--- src/rtl/wb_reg128_master.sv ---
// Wishbone B4 pipelined initiator: moves one 128-bit value as four 32-bit word transactions.
// Optional per-word ack timeout enabled by defining WB_REG128_TIMEOUT_EN.
module wb_reg128_master #(
  parameter int unsigned           ADDR_WIDTH     = 32,
  parameter logic [ADDR_WIDTH-1:0] BASE_ADDR      = '0,
  parameter int unsigned           TIMEOUT_CYCLES = 255
) (
  input  logic                  clk_i,
  input  logic                  rst_n_i,
  input  logic                  req_i,
  input  logic                  we_i,
  input  logic [127:0]          wdata_i,
  output logic                  busy_o,
  output logic                  done_o,
  output logic                  err_o,
  output logic [127:0]          rdata_o,
  output logic                  wb_cyc_o,
  output logic                  wb_stb_o,
  output logic                  wb_we_o,
  output logic [ADDR_WIDTH-1:0] wb_adr_o,
  output logic [3:0]            wb_sel_o,
  output logic [31:0]           wb_dat_o,
  input  logic                  wb_ack_i,
  input  logic                  wb_err_i,
  input  logic                  wb_rty_i,
  input  logic                  wb_stall_i,
  input  logic [31:0]           wb_dat_i
);

  localparam int unsigned DW = 32;

  typedef enum logic [2:0] {
    S_IDLE = 3'd0,
    S_STB  = 3'd1,
    S_WAIT = 3'd2,
    S_NEXT = 3'd3,
    S_DONE = 3'd4
  } state_t;

  state_t         r_state, w_state_nxt;
  logic [1:0]     r_k, w_k_nxt;
  logic           r_we, w_we_nxt;
  logic [127:0]   r_shadow, w_shadow_nxt;
  logic           w_accept, w_live, w_ok, w_fail, w_timeout, w_cyc_nxt;

  // Word 0 is the most significant 32 bits of the register.
  function automatic logic [DW-1:0] word_of(input logic [127:0] v, input logic [1:0] k);
    case (k)
      2'd0:    word_of = v[127:96];
      2'd1:    word_of = v[95:64];
      2'd2:    word_of = v[63:32];
      default: word_of = v[31:0];
    endcase
  endfunction

`ifdef WB_REG128_TIMEOUT_EN
  localparam int unsigned TO_W = (TIMEOUT_CYCLES < 2) ? 1 : $clog2(TIMEOUT_CYCLES);
  logic [TO_W-1:0] r_to_cnt;

  // Counts cycles spent on the current word; cleared whenever not in STB/WAIT.
  always_ff @(posedge clk_i or negedge rst_n_i) begin
    if (!rst_n_i)                                  r_to_cnt <= '0;
    else if (r_state == S_STB || r_state == S_WAIT) r_to_cnt <= r_to_cnt + TO_W'(1);
    else                                           r_to_cnt <= '0;
  end

  assign w_timeout = (r_state == S_STB || r_state == S_WAIT) &&
                     (r_to_cnt == TO_W'(TIMEOUT_CYCLES - 1));
`else
  logic w_unused_timeout;
  assign w_unused_timeout = ^32'(TIMEOUT_CYCLES);
  assign w_timeout        = 1'b0;
`endif

  // Next-state logic; a termination counts only once the strobe is (or was) accepted.
  always_comb begin
    w_state_nxt = r_state;
    w_k_nxt     = r_k;
    w_accept    = 1'b0;
    w_live      = 1'b0;
    w_ok        = 1'b0;
    w_fail      = 1'b0;
    case (r_state)
      S_IDLE: begin
        if (req_i) begin
          w_accept    = 1'b1;
          w_k_nxt     = 2'd0;
          w_state_nxt = S_STB;
        end
      end
      S_STB, S_WAIT: begin
        w_live = (r_state == S_WAIT) || !wb_stall_i;
        w_fail = (w_live && (wb_err_i || wb_rty_i)) || (w_timeout && !(w_live && wb_ack_i));
        w_ok   = w_live && wb_ack_i && !w_fail;
        if (w_fail) begin
          w_state_nxt = S_DONE;
        end else if (w_ok) begin
          if (r_k == 2'd3) begin
            w_state_nxt = S_DONE;
          end else begin
            w_k_nxt     = r_k + 2'd1;
            w_state_nxt = S_NEXT;
          end
        end else if (r_state == S_STB && !wb_stall_i) begin
          w_state_nxt = S_WAIT;
        end
      end
      S_NEXT:  w_state_nxt = S_STB;
      S_DONE:  w_state_nxt = S_IDLE;
      default: w_state_nxt = S_IDLE;
    endcase
  end

  assign w_we_nxt     = w_accept ? we_i : r_we;
  assign w_shadow_nxt = w_accept ? wdata_i : r_shadow;
  assign w_cyc_nxt    = (w_state_nxt == S_STB) || (w_state_nxt == S_WAIT) ||
                        (w_state_nxt == S_NEXT);

  // State, datapath and registered bus/status outputs.
  always_ff @(posedge clk_i or negedge rst_n_i) begin
    if (!rst_n_i) begin
      r_state  <= S_IDLE;
      r_k      <= 2'd0;
      r_we     <= 1'b0;
      r_shadow <= '0;
      rdata_o  <= '0;
      err_o    <= 1'b0;
      busy_o   <= 1'b0;
      done_o   <= 1'b0;
      wb_cyc_o <= 1'b0;
      wb_stb_o <= 1'b0;
      wb_we_o  <= 1'b0;
      wb_adr_o <= '0;
      wb_sel_o <= 4'h0;
      wb_dat_o <= '0;
    end else begin
      r_state  <= w_state_nxt;
      r_k      <= w_k_nxt;
      r_we     <= w_we_nxt;
      r_shadow <= w_shadow_nxt;
      if (w_accept)    err_o <= 1'b0;
      else if (w_fail) err_o <= 1'b1;
      if (w_ok && !r_we) begin
        case (r_k)
          2'd0:    rdata_o[127:96] <= wb_dat_i;
          2'd1:    rdata_o[95:64]  <= wb_dat_i;
          2'd2:    rdata_o[63:32]  <= wb_dat_i;
          default: rdata_o[31:0]   <= wb_dat_i;
        endcase
      end
      busy_o   <= (w_state_nxt != S_IDLE);
      done_o   <= (w_state_nxt == S_DONE);
      wb_cyc_o <= w_cyc_nxt;
      wb_stb_o <= (w_state_nxt == S_STB);
      wb_we_o  <= w_cyc_nxt && w_we_nxt;
      wb_sel_o <= w_cyc_nxt ? 4'hF : 4'h0;
      wb_adr_o <= w_cyc_nxt ? (BASE_ADDR + ADDR_WIDTH'({w_k_nxt, 2'b00})) : '0;
      wb_dat_o <= (w_cyc_nxt && w_we_nxt) ? word_of(w_shadow_nxt, w_k_nxt) : '0;
    end
  end

endmodule

--- config.mk ---
export PLATFORM = sky130hd
export DESIGN_NAME = wb_reg128_master
export DESIGN_NICKNAME = d
export VERILOG_FILES = /design/src/rtl/wb_reg128_master.sv
export SDC_FILE = /design/constraint.sdc
export NUM_CORES = 1
export LEC_CHECK = 0
export CAP_MARGIN = 20
export CORE_AREA = 2 2 194 148
export CTS_CLUSTER_DIAMETER = 60
export DETAILED_ROUTE_END_ITERATION = 16
export DIE_AREA = 0 0 196 150
export PLACE_DENSITY = 0.9
export SKIP_CTS_REPAIR_TIMING = 1
export SYNTH_ARGS = -nofsm -noshare
export SYNTH_HDL_FRONTEND = slang
export SYNTH_SLANG_ARGS = --single-unit
--- constraint.sdc ---
create_clock -name clk_i -period 3.2 [get_ports clk_i]
set_input_delay 0.32 -clock clk_i [delete_from_list [all_inputs] [get_ports clk_i]]
set_output_delay 0.32 -clock clk_i [all_outputs]
set_load 0.02 [all_outputs]
==> summary.md, run 1 <==
| Metric | Value |
|---|---|
| PortBufs | `339` |
| Run status | `complete, no violations` |
| Total clock sinks | `302` |
| Met3 Wirelength | `around 2600 um` |
| Netlist area before placement | `13,000 um2` |
| Final setup fails | `0` |
| Via density | `5.62` |
| Largest area contributor in the synthesized netlist | `sky130_fd_sc_hd__dfrtp_1` |
| Largest cells by area after synthesis | `sky130_fd_sc_hd__dfrtp_1 58%, sky130_fd_sc_hd__mux2_2 14%, sky130_fd_sc_hd__mux2i_1 5.0%, sky130_fd_sc_hd__o211ai_1 3.7%, sky130_fd_sc_hd__mux2_4 3.5%` |
| Maximum root-to-sink buffer count | `3` |
| Final period util | `about 86%` |
| Required time of the critical path | `3.65 ns` |
| Clk_lat worst skew | `~0.55 ns` |
| Area overhead of the layout relative to synthesis | `36.1%` |
| Routed length on met2 | `~18,000 um` |
| Arrival time of data at the critical path endpoint | `about 3.2 ns` |
| Area enclosed by the die boundary | `about 29,000 um2` |
| Uppermost routed layer | `met4` |
| Detailed-route via count | `about 9,000` |
| Final wirelength | `roughly 36,000 um` |
| Syn avg cell area | `about 14 um2` |
| Cell Pwr Density | `slightly below 900 nW/um2` |
| Deepest level of the CTS H-tree | `1` |
| Min Tclk post-route | `2.74 ns` |
| Library cells used by synthesis | `39` |
| Height of the die | `150 um` |
| Initial antenna violation count | `0` |
| Routed length per placed instance | `around 22 um` |
| Area of the core region | `27,600 um2` |
| Worst min-delay path category | `in -> async` |
| Async set-reset flop share out of synthesis | `100%` |
| Number of primary I/O pins | `370` |
| Number of enable-type register cells in the synthesized netlist | `0` |
| Multi-input gate area in the final layout | `4690 um2` |
| DRT iter0 DRCs | `589` |
| Main flop type after synthesis | `sky130_fd_sc_hd__dfrtp_1` |
| Global-route wire length before repair | `between 50,000 and 60,000 um` |
| Hold Vio Cnt, Final | `0` |
| Fillcell total | `approximately 2,000` |
| Fmax | `roughly 0.37 GHz` |
| Total power | `approximately 15 mW` |
| Crit path launch type | `flop` |
| Start-to-end type of the worst setup path | `reg -> reg` |
| Sequential cell area | `about 7600 um2` |
| Net total in the final layout | `approximately 1,400` |
| Number of antenna diodes | `0` |
| Slew @ Worst Pin | `around 1.1 ns` |
| Number of storage elements in the synthesis netlist | `between 300 and 400` |
| Global-route usage over all layers | `between 20% and 30%` |
| Ys Warns | `0` |
| Largest clock skew in the final design | `approximately 0.015 ns` |
| TritonRoute pass-1 iters | `5` |
| Number of instances in the synthesized netlist | `950` |
| Sequential cell area fraction in the yosys report | `between 50% and 60%` |
| Remaining global-route overflow | `0` |
| Wl on met1 | `around 15,000 um` |
| Worst-path maximum fanout | `43` |
| Worst rel slew slack | `about a quarter` |
| DRC viols | `0` |
| Number of clock buffers inserted by TritonCTS | `31` |
| Setup repair after global routing missed its margin | `false` |
| Via count of the first global-routing pass | `around 9,700` |
| Pin count of the biggest net entering global routing | `84` |
| Type of destination of the critical path | `flop` |
| IR Drop Worst-Case VDD | `~0.46 mV` |
| Clock tree from TritonCTS | `built` |
| Die W | `roughly 200 um` |
| DP Wirelength | `24,000 um` |
| Final Wtd Congestion | `0.829` |
| Number of maximum-capacitance constraint violations | `0` |
| Fraction of final layout cells with drive strength greater than 1 | `roughly 22%` |
| Reported leakage power | `a little under 8 nW` |
| Standard-cell rows | `53` |
| Starting Density | `47.3%` |
| Share of Yosys cell area claimed by the top area cell type | `approximately 58%` |
| Clk root buf | `sky130_fd_sc_hd__clkbuf_16` |
| Total Neg Setup Slack | `0 ns` |
| Worst-path clk slew | `approximately 0.070 ns` |
| Max-slew violation total from the final report | `0` |
| Post-detailed-route count of antenna-violating nets | `0` |
[area by class of cell]
type                    instances  area share [%]
multi-input cells             494            26.5
flip-flops and latches        302            42.6
clock buffers                  43            4.85
inverters                      70            1.48
clock inverters                14            1.32
well taps                     357            2.52
repair buffers                360            20.8
[cell families after synthesis]
kind of cell              synth area share (%)
AOI/OAI and AO/OA                         10.8
xor gates and xnor gates                0.0672
buffers and inverters                     7.38
DFF                                       58.0
muxes                                     22.4
other                                   0.0288
and+or+nand+nor                           1.37
[worst paths after layout]
path,from,end,slack [ns],cells past startpoint
max reg2reg,r_state[2],wb_dat_o[7],0.46,6
max in group asynchronous,rst_n_i,r_shadow[111],1.96,3
min reg2reg,r_shadow[88],r_shadow[88],0.48,2
min in group clk_i,wdata_i[127],r_shadow[127],0.38,3
min,rst_n_i,rdata_o[38],0.35,2
max,r_state[2],wb_dat_o[7],0.46,6
[power by group]
part,leakage [nW],switching [mW],internal (mW),total [mW]
clock,0.539,1.52,2.36,3.89
combinational,3.47,3.22,2.66,5.88
sequential,3.86,0.538,5.14,5.68
total,7.86,5.28,10.2,15.4
[Yosys cell counts (8+ instances only)]
cell type / instances
sky130_fd_sc_hd__inv_1: 70
sky130_fd_sc_hd__a211oi_1: 34
sky130_fd_sc_hd__o221ai_1: 32
sky130_fd_sc_hd__buf_4: 36
sky130_fd_sc_hd__mux2_2: 162
sky130_fd_sc_hd__dfrtp_1: 302
sky130_fd_sc_hd__o2111ai_1: 32
sky130_fd_sc_hd__buf_2: 31
sky130_fd_sc_hd__o211ai_1: 64
sky130_fd_sc_hd__clkbuf_1: 33
sky130_fd_sc_hd__nor2_1: 8
sky130_fd_sc_hd__mux2_4: 30
sky130_fd_sc_hd__mux2i_1: 65
[registers in the layout, summed over array words and instances (netlist names)]
register	flops
wb_dat_o	32
busy_o	1
done_o	1
r_we	1
wb_sel_o	1
wb_stb_o	1
r_shadow	128
wb_we_o	1
wb_adr_o	2
err_o	1
rdata_o	128
r_state	3
r_k	2
[cell usage in the layout (no fill, tap or decap), types with 2 or more instances in the layout]
cell type,netlist,routed
sky130_fd_sc_hd__clkbuf_1,33,8
sky130_fd_sc_hd__o21ai_4,0,2
sky130_fd_sc_hd__buf_12,3,9
sky130_fd_sc_hd__or3b_2,2,2
sky130_fd_sc_hd__mux2i_1,65,64
sky130_fd_sc_hd__and2_1,4,3
sky130_fd_sc_hd__clkbuf_16,0,31
sky130_fd_sc_hd__a21oi_1,4,3
sky130_fd_sc_hd__nor2_1,8,8
sky130_fd_sc_hd__o221ai_1,32,32
sky130_fd_sc_hd__nor3_1,3,3
sky130_fd_sc_hd__clkinv_4,0,2
sky130_fd_sc_hd__a211oi_1,34,34
sky130_fd_sc_hd__inv_1,70,69
sky130_fd_sc_hd__buf_4,36,10
sky130_fd_sc_hd__a22oi_1,2,2
sky130_fd_sc_hd__mux2_4,30,30
sky130_fd_sc_hd__bufinv_16,0,6
sky130_fd_sc_hd__o211ai_1,64,64
sky130_fd_sc_hd__nand2_1,4,4
sky130_fd_sc_hd__clkdlybuf4s50_1,0,338
sky130_fd_sc_hd__clkinv_2,0,5
sky130_fd_sc_hd__o2111ai_1,32,32
sky130_fd_sc_hd__clkbuf_8,0,4
sky130_fd_sc_hd__mux2_2,162,162
sky130_fd_sc_hd__dfrtp_1,302,302
sky130_fd_sc_hd__conb_1,1,30
[per-stage QoR]
stage                     area (um2)  std cells  utilization (%)  worst slack (ns)  hold WS (ns)
after floorplan                13100        979                -             0.898        0.0244
after global placement         16600       1581             60.2             0.181         0.342
after detailed placement       16600       1581             60.2            0.0443         0.353
after CTS                      17700       1638             64.2             0.200        -0.238
after global routing           17700       1640             64.3             0.255         0.385
final                          17700       1640             64.3             0.462         0.348
[routing by layer]
| metal | up-vias | GRT usage (%) |
|---|---|---|
| li1 | 4020 | - |
| met1 | 4699 | 31.9 |
| met2 | 426 | 40.6 |
| met3 | 72 | 6.00 |
| met4 | 0 | 8.14 |
| met5 | - | 0 |
[worst max-delay path, stage by stage, from the launching register on]
cell	delay, ns
sky130_fd_sc_hd__dfrtp_1	0.59
sky130_fd_sc_hd__or3b_1	0.31
sky130_fd_sc_hd__a21o_4	0.22
sky130_fd_sc_hd__buf_4	0.45
sky130_fd_sc_hd__and2_4	0.56
sky130_fd_sc_hd__o221ai_1	0.19
sky130_fd_sc_hd__a211oi_1	0.30
(Power assumes the default switching activity.)
==> run 2, diff against run 1 <==
--- a/config.mk
+++ b/config.mk
@@ -6,11 +6,12 @@
 export NUM_CORES = 1
 export LEC_CHECK = 0
 export CAP_MARGIN = 20
-export CORE_AREA = 2 2 194 148
+export CORE_AREA = 2 2 181 139
 export CTS_CLUSTER_DIAMETER = 60
 export DETAILED_ROUTE_END_ITERATION = 16
-export DIE_AREA = 0 0 196 150
-export PLACE_DENSITY = 0.9
+export DIE_AREA = 0 0 183 141
+export DONT_BUFFER_PORTS = 1
+export PLACE_DENSITY = 0.8
 export SKIP_CTS_REPAIR_TIMING = 1
 export SYNTH_ARGS = -nofsm -noshare
 export SYNTH_HDL_FRONTEND = slang
==> run 2 against run 1 <==
The run now ends with hold timing left. First-iteration DRC count is 2.2% higher. Routed wire length is 4.3% lower. Final cell count is 14% lower. Non-clock buffer count is 181 lower. Utilization is 0.79 points higher. Total power is 7.6% lower. Global-route usage is 0.79 points lower.
==> summary.md, run 2 (synthesis results as in run 1) <==
| Metric | Value |
|---|---|
| Run status | `finished with violations` |
| Violations in the final reports | `hold timing` |
| Height of the die | `141 um` |
| Highest-count cells in the layout ignoring fill and taps | `302 x sky130_fd_sc_hd__dfrtp_1, 162 x sky130_fd_sc_hd__mux2_2, 162 x sky130_fd_sc_hd__dlygate4sd3_1, 69 x sky130_fd_sc_hd__inv_1` |
| Proportion of power drawn by combinational gates | `approximately 29%` |
| Standard-cell rows | `50` |
| Setup repair after global routing missed its margin | `false` |
| Sw Pwr | `~5 mW` |
| Via density | `6.05` |
| Hold Vio Cnt, Final | `302` |
| Total clock sinks | `302` |
| Global-route wire length before repair | `47,800 um` |
| Worst min-delay path category | `in -> async` |
| Worst-path clk slew | `approximately 0.06 ns` |
| DP Wirelength | `approximately 20,000 um` |
| Pin count of the biggest net entering global routing | `about 300` |
| Leading cell type in the layout, fill and taps excluded | `sky130_fd_sc_hd__dfrtp_1` |
| Slew @ Worst Pin | `roughly 1.0 ns` |
| Worst-case hold slack | `-0.541 ns` |
| Crit path launch type | `flop` |
| Final period util | `88.3%` |
| Initial antenna violation count | `3` |
| Max-slew violation total from the final report | `0` |
| Number of clock buffers inserted by TritonCTS | `30` |
| Total Neg Setup Slack | `0 ns` |
| DRT iter0 DRCs | `between 600 and 700` |
| Die W | `183 um` |
| Total cell area at the placement stage | `about 13,000 um2` |
| Relative contribution of the clock network to total power | `between 20% and 30%` |
| Slowest library cell on the worst path | `sky130_fd_sc_hd__o21a_2` |
| Buf+Inv Stages, Crit Path | `1` |
| Final setup fails | `0` |
| Detailed-route via count | `~8,600` |
| Post-detailed-route count of antenna-violating nets | `0` |
| Final cell area excluding filler cells | `approximately 16,000 um2` |
| Area overhead of the layout relative to synthesis | `21.2%` |
| Cell Pwr Density | `around 900 nW/um2` |
| Arrival time of data at the critical path endpoint | `about 3.3 ns` |
| Area enclosed by the die boundary | `~26,000 um2` |
| Reported leakage power | `approximately 7.2 nW` |
| Remaining global-route overflow | `0` |
| Via count of the first global-routing pass | `around 8,000` |
| Type of destination of the critical path | `flop` |
| Largest clock skew in the final design | `between 0.01 and 0.015 ns` |
| Clk root buf | `sky130_fd_sc_hd__clkbuf_16` |
| Deepest level of the CTS H-tree | `1` |
| DRC viols | `0` |
| Start-to-end type of the worst setup path | `reg -> reg` |
| Net total in the final layout | `between 1,000 and 1,500` |
| Family with the most delay on the worst path | `compound AO/OA/AOI/OAI gates` |
| Routed length per placed instance | `~25 um` |
| Fraction of final layout cells with drive strength greater than 1 | `approximately a quarter` |
| Min Tclk post-route | `~2.8 ns` |
| Number of primary I/O pins | `between 300 and 400` |
| PortBufs | `0` |
| Clk_lat worst skew | `0.56 ns` |
| TritonRoute pass-1 iters | `5` |
| Final Wtd Congestion | `slightly below 0.8` |
| Area of the core region | `between 20,000 and 25,000 um2` |
| Global-route usage over all layers | `about a quarter` |
| Final core utilization | `65.1%` |
| CP Launch Point | `r_state[2]` |
| Starting Density | `between 50% and 60%` |
| Internal | `approximately 9.1 mW` |
| Largest registers | `r_shadow (128), rdata_o (128), wb_dat_o (32)` |
| Fmax | `around 0.35 GHz` |
| IR Drop Worst-Case VDD | `between 0.7 and 0.8 mV` |
| Worst-path maximum fanout | `40` |
| Clock tree from TritonCTS | `built` |
| Slowest Stage Delay on Critical Path | `0.58 ns` |
| Required time of the critical path | `~3.6 ns` |
| Final wirelength | `~35,000 um` |
| CP cell instances | `or3b_1 -> a21o_4 -> o21a_2 -> buf_12 -> o2111ai_1 -> a211oi_1` |
| Portion of total power attributed to sequential cells | `roughly 45%` |
| Switching Fraction | `a little over a third` |
| Number of maximum-capacitance constraint violations | `0` |
| Maximum root-to-sink buffer count | `3` |
| Reg-to-Reg Start | `r_state[2]` |
| Worst rel slew slack | `between 30% and 40%` |
-- run 2: changes by cell type in the layout (fill, tap and decap cells not counted), sizes merged --
cell,previous run,this run
inv,71,70
clkbuf,43,44
bufinv,6,3
dlygate4sd3,1,162
clkinvlp,0,1
clkdlybuf4s50,338,0
buf,21,17
diode,0,3
-- run 2: cell type report --
type | instances | area [um2]
Antenna cell | 3 | 7.51
Clock buffer | 44 | 905
Clock inverter | 11 | 155
Fill cell | 1695 | 8470
Inverter | 70 | 263
Multi-Input combinational cell | 494 | 4690
Sequential cell | 302 | 7560
Tap cell | 312 | 390
Timing Repair Buffer | 179 | 1840
-- run 2: worst reg2reg max path, cell delays in order (launching register included) --
cell	delay, ns
sky130_fd_sc_hd__dfrtp_1	0.56
sky130_fd_sc_hd__or3b_1	0.30
sky130_fd_sc_hd__a21o_4	0.40
sky130_fd_sc_hd__o21a_2	0.59
sky130_fd_sc_hd__buf_12	0.31
sky130_fd_sc_hd__o2111ai_1	0.23
sky130_fd_sc_hd__a211oi_1	0.34
-- run 2: layer usage --
layer	track usage [%]	part of all wire [%]
met4	7.20	2.5
met5	0	0
met2	37.5	50
met3	9.04	8.9
met1	30.5	39
-- run 2: through the flow --
step,instances,total power [mW],setup slack [ns]
6_report,1415,14.3,0.375
2_1_floorplan,979,9.18,0.898
3_3_place_gp,1195,10.0,0.500
5_1_grt,1415,14.9,0.252
4_1_cts,1250,13.9,0.429
3_5_place_dp,1195,10.2,0.454
-- run 2: worst paths after layout --
check	to	slack [ns]	cells past startpoint
setup / recovery	wb_dat_o[16]	0.38	6
hold / removal	r_shadow[116]	-0.54	0
setup reg to reg	wb_dat_o[16]	0.38	6
hold reg to reg	r_shadow[88]	0.48	2
max in group asynchronous	wb_stb_o	3.04	0
min in group clk_i	r_state[2]	0.02	2
-- run 2: power groups by stage --
stage	registers (mW)	logic, mW	clock network, mW
after floorplan	6.14	3.04	0
final	6.46	4.08	3.73
after CTS	6.42	3.77	3.75
after global routing	6.56	4.41	3.93
after global placement	6.42	3.61	0
after detailed placement	6.46	3.74	0
==> run 3, diff against run 2 <==
==> constraint.sdc (replaced) <==
create_clock -name clk_i -period 2.9 [get_ports clk_i]
set_input_delay 0.29 -clock clk_i [delete_from_list [all_inputs] [get_ports clk_i]]
set_output_delay 0.29 -clock clk_i [all_outputs]
set_load 0.02 [all_outputs]
==> run 3 against run 2 <==
The run still ends with hold timing left. Clock power up 8.3%. Global-route usage down 0.14 points. Final area up 0.65%. Non-clock buffer count up 9. Largest power group unchanged.
==> summary.md, run 3 (synthesis results as in run 1) <==
| Metric | Value |
|---|---|
| Internal | `around 10 mW` |
| Max-slew violation total from the final report | `0` |
| Global-route wire length before repair | `47,600 um` |
| Buf+Inv Stages, Crit Path | `2` |
| Via density | `6.02` |
| Height of the die | `around 140 um` |
| Clk root buf | `sky130_fd_sc_hd__clkbuf_16` |
| CP cell instances | `or4b_4 -> a21o_4 -> buf_4 -> and2_1 -> buf_4 -> o221ai_1 -> a211oi_1` |
| Worst-path maximum fanout | `35` |
| Detailed-route via count | `roughly 8,600` |
| TritonRoute pass-1 iters | `5` |
| Final period util | `around nine tenths` |
| Start-to-end type of the worst setup path | `reg -> reg` |
| Remaining global-route overflow | `0` |
| Relative contribution of the clock network to total power | `25.6%` |
| Top cell by count, worst path | `sky130_fd_sc_hd__buf_4` |
| Fraction of final layout cells with drive strength greater than 1 | `approximately 25%` |
| Worst-case hold slack | `-0.550 ns` |
| Run status | `finished with violations` |
| Starting Density | `approximately 54%` |
| Sequential cell area | `roughly 7600 um2` |
| CP Launch Point | `r_state[1]` |
| Reported leakage power | `slightly above 7 nW` |
| Standard-cell rows | `50` |
| Cell Pwr Density | `roughly 990 nW/um2` |
| Maximum root-to-sink buffer count | `3` |
| Crit path launch type | `flop` |
| Global-route usage over all layers | `around a quarter` |
| Net total in the final layout | `1,254` |
| Family with the most delay on the worst path | `simple AND/OR/NAND/NOR gates` |
| Fillcell total | `between 1,500 and 2,000` |
| Largest registers | `r_shadow (128), rdata_o (128), wb_dat_o (32)` |
| Initial antenna violation count | `4` |
| Worst-path clk slew | `about 0.060 ns` |
| Type of destination of the critical path | `flop` |
| Worst rel slew slack | `38.4%` |
| Via count of the first global-routing pass | `7,941` |
| Final setup fails | `0` |
| Slowest library cell on the worst path | `sky130_fd_sc_hd__or4b_4` |
| DP Wirelength | `slightly above 20,000 um` |
| Routed length per placed instance | `around 25 um` |
| DRT iter0 DRCs | `640` |
| Worst min-delay path category | `in -> async` |
| Pin count of the biggest net entering global routing | `between 300 and 400` |
| Slew @ Worst Pin | `roughly 0.92 ns` |
| PortBufs | `0` |
| Min Tclk post-route | `roughly 2.7 ns` |
| Largest clock skew in the final design | `approximately 0.01 ns` |
| Leading cell type in the layout, fill and taps excluded | `sky130_fd_sc_hd__dfrtp_1` |
| Violations in the final reports | `hold timing` |
| Number of clock buffers inserted by TritonCTS | `30` |
| Number of primary I/O pins | `370` |
| Final Wtd Congestion | `0.770` |
| Sw Pwr | `5.62 mW` |
| Arrival time of data at the critical path endpoint | `approximately 3 ns` |
| Total Neg Setup Slack | `0 ns` |
| Reg-to-Reg Start | `r_state[1]` |
| Multi-input gate area in the final layout | `approximately 4700 um2` |
| Portion of total power attributed to sequential cells | `between 40% and 50%` |
| Post-detailed-route count of antenna-violating nets | `0` |
| IR Drop Worst-Case VDD | `roughly 0.67 mV` |
| Hold Vio Cnt, Final | `a little over 300` |
| Total clock sinks | `approximately 300` |
| Setup repair after global routing missed its margin | `false` |
| DRC viols | `0` |
| Clock tree from TritonCTS | `built` |
| Switching Fraction | `a little over a third` |
| Total power | `approximately 16 mW` |
| Die W | `183 um` |
| Fmax | `approximately 0.38 GHz` |
| Highest-count cells in the layout ignoring fill and taps | `302 x sky130_fd_sc_hd__dfrtp_1, 162 x sky130_fd_sc_hd__mux2_2, 162 x sky130_fd_sc_hd__dlygate4sd3_1, 69 x sky130_fd_sc_hd__inv_1` |
| Proportion of power drawn by combinational gates | `29.4%` |
| Slowest Stage Delay on Critical Path | `0.61 ns` |
| Area overhead of the layout relative to synthesis | `22.0%` |
| Area of the core region | `between 20,000 and 25,000 um2` |
| Required time of the critical path | `3.28 ns` |
| Number of maximum-capacitance constraint violations | `0` |
| Deepest level of the CTS H-tree | `1` |
| Area enclosed by the die boundary | `about 26,000 um2` |
| Final wirelength | `35,000 um` |
| Clk_lat worst skew | `about 0.54 ns` |
-- run 3: stage by stage --
step / std cells / instance area, um2 / worst slack, ns / util, %
2_1_floorplan: 979 / 13100 / 0.598 / -
3_3_place_gp: 1203 / 13200 / 0.390 / 54.4
3_5_place_dp: 1203 / 13200 / 0.306 / 54.4
4_1_cts: 1256 / 14200 / 0.252 / 58.7
5_1_grt: 1422 / 15900 / 0.139 / 65.5
6_report: 1423 / 15900 / 0.238 / 65.5
-- run 3: final timing paths --
check | cells past startpoint | endpoint | slack (ns)
min | 0 | r_shadow[115] | -0.55
min in group clk_i | 2 | done_o | 0.02
max reg2reg | 7 | wb_dat_o[16] | 0.24
max | 7 | wb_dat_o[16] | 0.24
min reg2reg | 2 | r_shadow[92] | 0.48
max in group asynchronous | 0 | rdata_o[35] | 2.84
-- run 3: power groups by stage --
stage	clock, mW	combinational, mW	sequential, mW
2_1_floorplan	0	3.35	6.77
3_3_place_gp	0	4.05	7.09
3_5_place_dp	0	4.19	7.14
4_1_cts	4.11	4.21	7.08
5_1_grt	4.30	4.98	7.24
6_report	4.04	4.64	7.12
-- run 3: area by class of cell --
| cell class | instances | area share, % |
|---|---|---|
| sequential | 302 | 47.5 |
| multi-input combinational | 494 | 29.5 |
| timing repair buffer | 188 | 12.3 |
| clock buffer | 45 | 5.77 |
| tap | 312 | 2.45 |
| inverter | 70 | 1.65 |
| clock inverter | 8 | 0.810 |
| antenna | 4 | 0.0629 |
-- run 3: worst reg2reg max path, cell delays in order, from the launching register on --
cell                       delay, ns
sky130_fd_sc_hd__dfrtp_1        0.48
sky130_fd_sc_hd__or4b_4         0.61
sky130_fd_sc_hd__a21o_4         0.28
sky130_fd_sc_hd__buf_4          0.28
sky130_fd_sc_hd__and2_1         0.23
sky130_fd_sc_hd__buf_4          0.23
sky130_fd_sc_hd__o221ai_1       0.26
sky130_fd_sc_hd__a211oi_1       0.13
-- run 3: layer usage --
layer	GRT usage, %	routed length (um)	share of wire, %
met1	29.9	13700	39
met2	37.0	17300	50
met3	9.95	3060	8.8
met4	7.16	838	2.4
met5	0	0	0
